--- src/rtl/seg7_scan_driver.sv ---
// Scanned hex seven-segment driver: double-buffered load, guard interval, leading-zero blanking.
// Outputs registered (1-cycle latency); load is always accepted, and the last load before a frame wrap wins.
module seg7_scan_driver #(
  parameter int N_DIGITS       = 4,
  parameter int PRESCALE       = 1000,
  parameter int GUARD          = 2,
  parameter bit SEG_ACTIVE_LOW = 1'b0,
  parameter bit DIG_ACTIVE_LOW = 1'b0
) (
  input  logic                  clk,
  input  logic                  rst_n,
  input  logic                  load,
  input  logic [4*N_DIGITS-1:0] data,
  input  logic [N_DIGITS-1:0]   dp,
  input  logic                  lz_en,
  output logic [6:0]            seg,
  output logic                  seg_dp,
  output logic [N_DIGITS-1:0]   dig_en,
  output logic                  frame_done,
  output logic                  pending
);

  localparam int CNT_W = (PRESCALE > 1) ? $clog2(PRESCALE) : 1;
  localparam int IDX_W = (N_DIGITS > 1) ? $clog2(N_DIGITS) : 1;
  localparam logic [CNT_W-1:0]    CNT_LAST  = CNT_W'(PRESCALE - 1);
  localparam logic [IDX_W-1:0]    IDX_LAST  = IDX_W'(N_DIGITS - 1);
  localparam logic [CNT_W-1:0]    CNT_GUARD = CNT_W'(GUARD);
  localparam logic [6:0]          SEG_OFF   = {7{SEG_ACTIVE_LOW}};
  localparam logic [N_DIGITS-1:0] DIG_OFF   = {N_DIGITS{DIG_ACTIVE_LOW}};

  function automatic logic [6:0] hex_to_seg(input logic [3:0] v);
    case (v)
      4'h0: hex_to_seg = 7'h3F;
      4'h1: hex_to_seg = 7'h06;
      4'h2: hex_to_seg = 7'h5B;
      4'h3: hex_to_seg = 7'h4F;
      4'h4: hex_to_seg = 7'h66;
      4'h5: hex_to_seg = 7'h6D;
      4'h6: hex_to_seg = 7'h7D;
      4'h7: hex_to_seg = 7'h07;
      4'h8: hex_to_seg = 7'h7F;
      4'h9: hex_to_seg = 7'h6F;
      4'hA: hex_to_seg = 7'h77;
      4'hB: hex_to_seg = 7'h7C;
      4'hC: hex_to_seg = 7'h39;
      4'hD: hex_to_seg = 7'h5E;
      4'hE: hex_to_seg = 7'h79;
      default: hex_to_seg = 7'h71;
    endcase
  endfunction

  logic [CNT_W-1:0]      cnt;
  logic [IDX_W-1:0]      idx;
  logic [4*N_DIGITS-1:0] shadow_data;
  logic [4*N_DIGITS-1:0] active_data;
  logic [N_DIGITS-1:0]   shadow_dp;
  logic [N_DIGITS-1:0]   active_dp;
  logic                  shadow_lz;
  logic                  active_lz;

  logic                  slot_end;
  logic                  frame_end;
  logic                  in_guard;
  logic [N_DIGITS-1:0]   blank;
  logic [3:0]            cur_nib;
  logic                  cur_dp;
  logic                  cur_blank;
  logic [N_DIGITS-1:0]   cur_onehot;

  assign slot_end  = (cnt == CNT_LAST);
  assign frame_end = slot_end && (idx == IDX_LAST);

  generate
    if (GUARD > 0) begin : g_guard
      assign in_guard = (cnt < CNT_GUARD);
    end else begin : g_no_guard
      assign in_guard = 1'b0;
    end
  endgenerate

  // A digit is blanked when it and everything above it is zero; digit 0 always shows.
  always_comb begin : lz_blank
    logic upper_zero;
    upper_zero = 1'b1;
    blank      = '0;
    for (int i = N_DIGITS - 1; i >= 0; i--) begin
      upper_zero = upper_zero && (active_data[4*i +: 4] == 4'h0);
      blank[i]   = active_lz && upper_zero && (i != 0);
    end
  end

  always_comb begin
    cur_nib    = 4'h0;
    cur_dp     = 1'b0;
    cur_blank  = 1'b0;
    cur_onehot = '0;
    for (int i = 0; i < N_DIGITS; i++) begin
      if (idx == IDX_W'(i)) begin
        cur_nib       = active_data[4*i +: 4];
        cur_dp        = active_dp[i];
        cur_blank     = blank[i];
        cur_onehot[i] = 1'b1;
      end
    end
  end

  always_ff @(posedge clk or negedge rst_n) begin
    if (!rst_n) begin
      cnt         <= '0;
      idx         <= '0;
      shadow_data <= '0;
      shadow_dp   <= '0;
      shadow_lz   <= 1'b0;
      active_data <= '0;
      active_dp   <= '0;
      active_lz   <= 1'b0;
      pending     <= 1'b0;
      seg         <= SEG_OFF;
      seg_dp      <= SEG_ACTIVE_LOW;
      dig_en      <= DIG_OFF;
      frame_done  <= 1'b0;
    end else begin
      cnt <= slot_end ? '0 : cnt + CNT_W'(1);
      if (slot_end) begin
        idx <= (idx == IDX_LAST) ? '0 : idx + IDX_W'(1);
      end

      if (load) begin
        shadow_data <= data;
        shadow_dp   <= dp;
        shadow_lz   <= lz_en;
      end

      // A load coinciding with the wrap bypasses the shadow so it is not lost for a frame.
      if (frame_end) begin
        active_data <= load ? data  : shadow_data;
        active_dp   <= load ? dp    : shadow_dp;
        active_lz   <= load ? lz_en : shadow_lz;
        pending     <= 1'b0;
      end else if (load) begin
        pending <= 1'b1;
      end

      seg        <= (cur_blank ? 7'h00 : hex_to_seg(cur_nib)) ^ SEG_OFF;
      seg_dp     <= cur_dp ^ SEG_ACTIVE_LOW;
      dig_en     <= (in_guard ? '0 : cur_onehot) ^ DIG_OFF;
      frame_done <= frame_end;
    end
  end

endmodule
--- config.mk ---
export PLATFORM = sky130hd
export DESIGN_NAME = seg7_scan_driver
export DESIGN_NICKNAME = d
export VERILOG_FILES = /design/src/rtl/seg7_scan_driver.sv
export SDC_FILE = /design/constraint.sdc
export NUM_CORES = 1
export LEC_CHECK = 0
export ABC_AREA = 1
export CAP_MARGIN = 20
export CORE_MARGIN = 2
export CORE_UTILIZATION = 25
export DETAILED_ROUTE_END_ITERATION = 10
export PLACE_DENSITY = 0.52
export SLEW_MARGIN = 40
export SYNTH_ARGS = -nofsm -noshare
export SYNTH_HDL_FRONTEND = slang
export SYNTH_SLANG_ARGS = --single-unit
export TNS_END_PERCENT = 20
--- constraint.sdc ---
create_clock -name clk -period 2.5 [get_ports clk]
set_clock_uncertainty 0.2 [all_clocks]
set_input_delay 0.5 -clock clk [delete_from_list [all_inputs] [get_ports clk]]
set_output_delay 0.5 -clock clk [all_outputs]
set_load 0.1 [all_outputs]
### Yosys cells after proc, flatten, opt, wreduce, memory -nomap -nowiden

Memory sizes are Yosys's and may differ from the RTL's.
Index checks and enable logic that the tools add are counted.

| cells by class | value |
|---|---|
| add/sub/neg operators | 2 |
| multipliers | 0 |
| divide/modulo/power cells | 0 |
| order comparisons | 1 |
| eq/ne operators | 4 |
| shift operators | 0 |
| multiplexer cells | 24 |
| bitwise operators | 0 |
| reduce and logical (&&, ||, !) cells | 11 |

Operators by type and width:

| operator | count |
|---|---|
| 4-bit 2-to-1 mux | 6 |
| 16-bit 2-to-1 mux | 1 |
| 1-bit 2-to-1 mux | 14 |
| 4-bit zero test | 3 |
| 10-bit by 1-bit adder with 10-bit output (second input constant) | 1 |
| 10-bit equality test (second input constant) | 1 |
| 10-bit by 2-bit less-than comparator with 1-bit output (second input constant) | 1 |
| 10-bit 2-to-1 mux | 1 |
| 7-bit 2-to-1 mux | 1 |
| 1-bit logical AND | 6 |
| 2-bit equality test (second input constant) | 2 |
| 2-bit by 1-bit adder with 2-bit output (second input constant) | 1 |
| 2-bit by 1-bit equality test with 1-bit output (second input constant) | 1 |
| 2-bit zero test | 1 |
| 2-bit 2-to-1 mux | 1 |
| 2-bit nonzero test | 1 |

| storage, ports and cells | value |
|---|---|
| flip-flop bits (word level) | 68 |
| bits in latches | 0 |
| RAM bits | 0 |
| ROM bits | 112 |
| word-level logic and storage cells | 56 |
| memories kept | 1 |

Memories:

| name | depth | width | read ports | clocked after Yosys merged registers in | write ports | line | text |
|---|---|---|---|---|---|---|---|
| (name not given) | 16 | 7 | 1 | 0 | 0 | 32 | `case (v)` |

### Longest topological paths before layout

| depth | value |
|---|---|
| depth after elaboration | 8 |
| gate-level depth with buffers | 15 |
| gate-level depth less buffers | 14 |

### Worst setup path after synthesis

OpenSTA, ideal clock, no wires.

| timing path | value |
|---|---|
| kind | reg2reg |
| from | register idx[0] |
| to | register seg[3] |
| library setup time | 71 ps |
| data arrival time | 1921 ps |
| required time | 2229 ps |
| path slack | 308 ps |
| stages on the path, launching flop included | 14 |
| buffers on the path | 1 |
| period minus slack after synthesis | 2192 ps |
| cell sequence | dfrtp_1 > inv_1 > ha_1 > buf_2 > inv_1 > nor2_1 > nor2_1 > a21boi_0 > ha_1 > inv_1 > nand2_1 > nand2_1 > o21ai_0 > nor2_1 |

| between the ends | value |
|---|---|
| word-level cells in the longest chain between the ends | 7 |
| elaborated cells between the ends (all ways) | 13 |

RTL lines:

| what | line | text |
|---|---|---|
| from (decl) | 53 | `logic [IDX_W-1:0] idx;` |
| from (signal assigned) | 125 | `idx <= (idx == IDX_LAST) ? '0 : idx + IDX_W'(1);` |
| 2-bit zero test | 98 | `if (idx == IDX_W'(i)) begin` |
| 4-bit 2-to-1 mux (4 in a row) | 98 |  |
| memory 16 x 7 bit | n/a |  |
| 7-bit 2-to-1 mux * | 144 | `seg <= (cur_blank ? 7'h00 : hex_to_seg(cur_nib)) ^ SEG_OFF;` |
| to (signal assigned) | 144 |  |
| to (decl) | 16 | `output logic [6:0] seg,` |

Every way passes the cells marked *; elsewhere a longest branch is shown, timed or not.
A chain may end at the register's enable or synchronous reset.

### Worst setup path in the final report

Ends and elaborated chain as after synthesis.

==> results.txt <==
Design Area, Final -> 3870 µm²
Synth unique cells -> 23
Crit path DAT -> 2.28 ns
Synth top area cells -> dfrtp_1, nand2_1, ha_1
ANT cells -> 0
FFs w/ async S/R, synth -> 1.000
Status -> completed
Starting Density -> 0.2568
Cell internal pwr -> 1.843 mW
Syn Nets -> 409
Max Slew Vio Count -> 0
Gpl congestion -> 0.7968
Critical Path RT -> 2.51 ns
Peak VDD IR -> 281.7 µV
Netlist Area Pre-Place -> 3084 µm²
Rows -> 40
Sw Share -> 0.2230
Worst Tran Pin Value -> 0.6288 ns
Post-CTS Setup Bufs -> 0
Final hold violations -> 0
Period Utilization, post-route -> 0.9089
Max_cap viols -> 0
P&R area growth vs syn -> 25.48%
Synth warn -> 0
Clock tree sinks -> 68
Setup crit end kind -> flop
Gr ovfl total -> 0
Layout cells sized above 1 -> 0.1038
# IOs -> 38
WS Path Type -> reg -> reg
Critical path fanouts, max -> 8
CTS HTree Levels -> 3
Finish-stage setup viols -> 0
Comb power frac -> 0.046
Leak Pwr -> 1.940 nW
Core area -> 12010 µm²
Average vias per placed instance -> 4.315
Dpl cells -> 554
CTS Buffer Depth -> 2
CP startpoint kind -> flop
DR iter-0 viols -> 102
Vias -> 2464
Sequential share of the synthesized area -> 0.5517
Placed cell areas -> 3586 µm²
WL per Instance -> 11.69 µm
Post-Layout Cell Count -> 571
First-pass DRT Iterations -> 4
Latest clock arrival within the worst-skew pair -> 0.33 ns
Worst min path class -> reg -> reg
Largest area contributor in the netlist -> dfrtp_1
Seq pwr share -> 0.480
Gate Count Post-Synth -> 374
Synthesized area per cell -> 8.247 µm²
Clk pwr share -> 0.474
Minimum clock period -> 2.272 ns
Primary FF master, synth -> dfrtp_1
Post-synth top area share -> 0.5517
Die height -> 115.1 µm
Die area -> 13240 µm²
Final wirelength -> 6674 µm
Buffers on Ports -> 37
Die W -> 115.1 µm
Switching pwr -> 0.5287 mW
Vias in the first global route -> 2545
Initial antenna violation count -> 0
Fmax -> 440.1 MHz
Residual DRC -> 0
Yosys reg bits -> 68
Clock-pin slew on the worst setup and hold paths -> 0.05 ns
Slew headroom -> 0.5803
Sum of negative setup slack -> 0 ns
PD cells -> 612.8 nW/µm²
CTS root buffer -> clkbuf_16
RSZ-0062 raised after global routing -> false
Fin nets -> 454
Total track usage -> 0.1118
First-pass GRT wire length -> 11740 µm
DP HPWL -> 4939 µm
Antenna violation net count after detailed routing -> 0
CTS tree -> yes
EDFF count, synth -> 0
Largest net degree at the start of global routing -> 30
TritonCTS Buffers -> 9
## registers in the layout (all words and copies together), names as in the netlist
register and cells:
active_lz 1, seg 7, pending 1, active_dp 4
shadow_dp 4, frame_done 1, seg_dp 1, active_data 16
shadow_data 16, cnt 10, idx 2, dig_en 4
shadow_lz 1
## routing by layer
metal	wire, µm	track usage	part of all wire
met4	91	0.04337	0.014
met5	0	0	0
met3	317	0.03005	0.047
met1	3059	0.1412	0.46
met2	3206	0.1831	0.48
## layout by cell type (no fill, tap or decap)
cell             count
clkinvlp_4           2
nand3_1             10
clkinv_4             1
nor2_1              25
nand2_2              1
o21ai_1              2
inv_1               28
clkinv_2             5
dfrtp_1             68
clkbuf_16            9
buf_4               20
ha_1                 9
nor3_1               7
nand2_1            167
buf_2                1
xor2_1               1
clkdlybuf4s50_1     22
nor4_1               1
ha_2                 2
nor4_4               1
inv_2                1
nand4_1              2
a2bb2oi_1            1
a21boi_0             1
nand2_4              1
a21oi_1             21
o21ai_0             14
dlygate4sd3_1        1
## worst max-delay path, stage by stage, from the launching register on
cell	delay (ns)
dfrtp_1	0.40
inv_1	0.12
ha_2	0.27
inv_1	0.11
nand3_1	0.09
nand2_1	0.05
nand2_1	0.13
inv_1	0.12
ha_1	0.29
inv_1	0.03
nand2_1	0.05
nand2_1	0.06
o21ai_0	0.15
nor2_1	0.05
## cells by family (layout without fill, tap and decap cells)
logic type | Yosys count | count (layout) | synth area share
DFF | 68 | 68 | 0.5517
and+or+nand+nor | 215 | 215 | 0.2799
AOI/OAI and AO/OA | 39 | 39 | 0.06532
xor gates and xnor gates | 1 | 1 | 0.002840
buffers and inverters | 40 | 90 | 0.05557
adders and majority gates | 11 | 11 | 0.04462
## timing repair
item	in CTS	in global routing
gates resized for setup	0	2
setup endpoints to repair	0	3
endpoints found under the hold margin	15	0
hold buffers	1	0
## stage by stage
stage	hold WS (ns)	util	worst slack (ns)	total power, mW
finish	0.2602	0.3222	0.2278	2.372
global route	0.2837	0.3222	0.04863	2.468
CTS	0.2614	0.3218	0.1618	2.413
detailed placement	0.2340	0.2985	0.1777	1.270
global placement	0.2306	0.2985	0.2601	1.268
floorplan	0.004409	-	0.3079	1.196
## layout make-up
type                       instances  area, µm²
tap                              147      183.9
multi-input combinational        266       1216
sequential                        68       1702
fill                            1286       8142
inverter                          30      113.9
clock buffer                       9      225.2
timing repair buffer              44      385.4
clock inverter                     7      43.79
## cells in the mapped netlist (2+ instances only)
master,instances
buf_2,4
a21oi_1,21
dfrtp_1,68
ha_1,11
nand3_1,10
nand2_1,167
nor3_1,7
o21ai_0,14
clkbuf_1,4
buf_6,2
nor2_1,25
o21ai_1,2
inv_1,28
nand4_1,2
## power groups by stage
stage          clock (mW)  sequential [mW]  combinational [mW]
2_1_floorplan           0             1.16              0.0399
3_3_place_gp            0             1.16               0.111
3_5_place_dp            0             1.16               0.113
4_1_cts              1.16             1.14               0.115
5_1_grt              1.20             1.14               0.126
6_report             1.12             1.14               0.110
## final timing paths
kind	from	cells past startpoint	end	slack, ns
worst max-delay path	idx[0]	13	seg[3]	0.23
worst min-delay path	cnt[0]	1	cnt[0]	0.26
worst max register to register	idx[0]	13	seg[3]	0.23
worst min register to register	cnt[0]	1	cnt[0]	0.26
max in group asynchronous	rst_n	3	active_data[1]	0.95
min in group asynchronous	rst_n	2	shadow_data[15]	0.43
(Power assumes the default switching activity.)
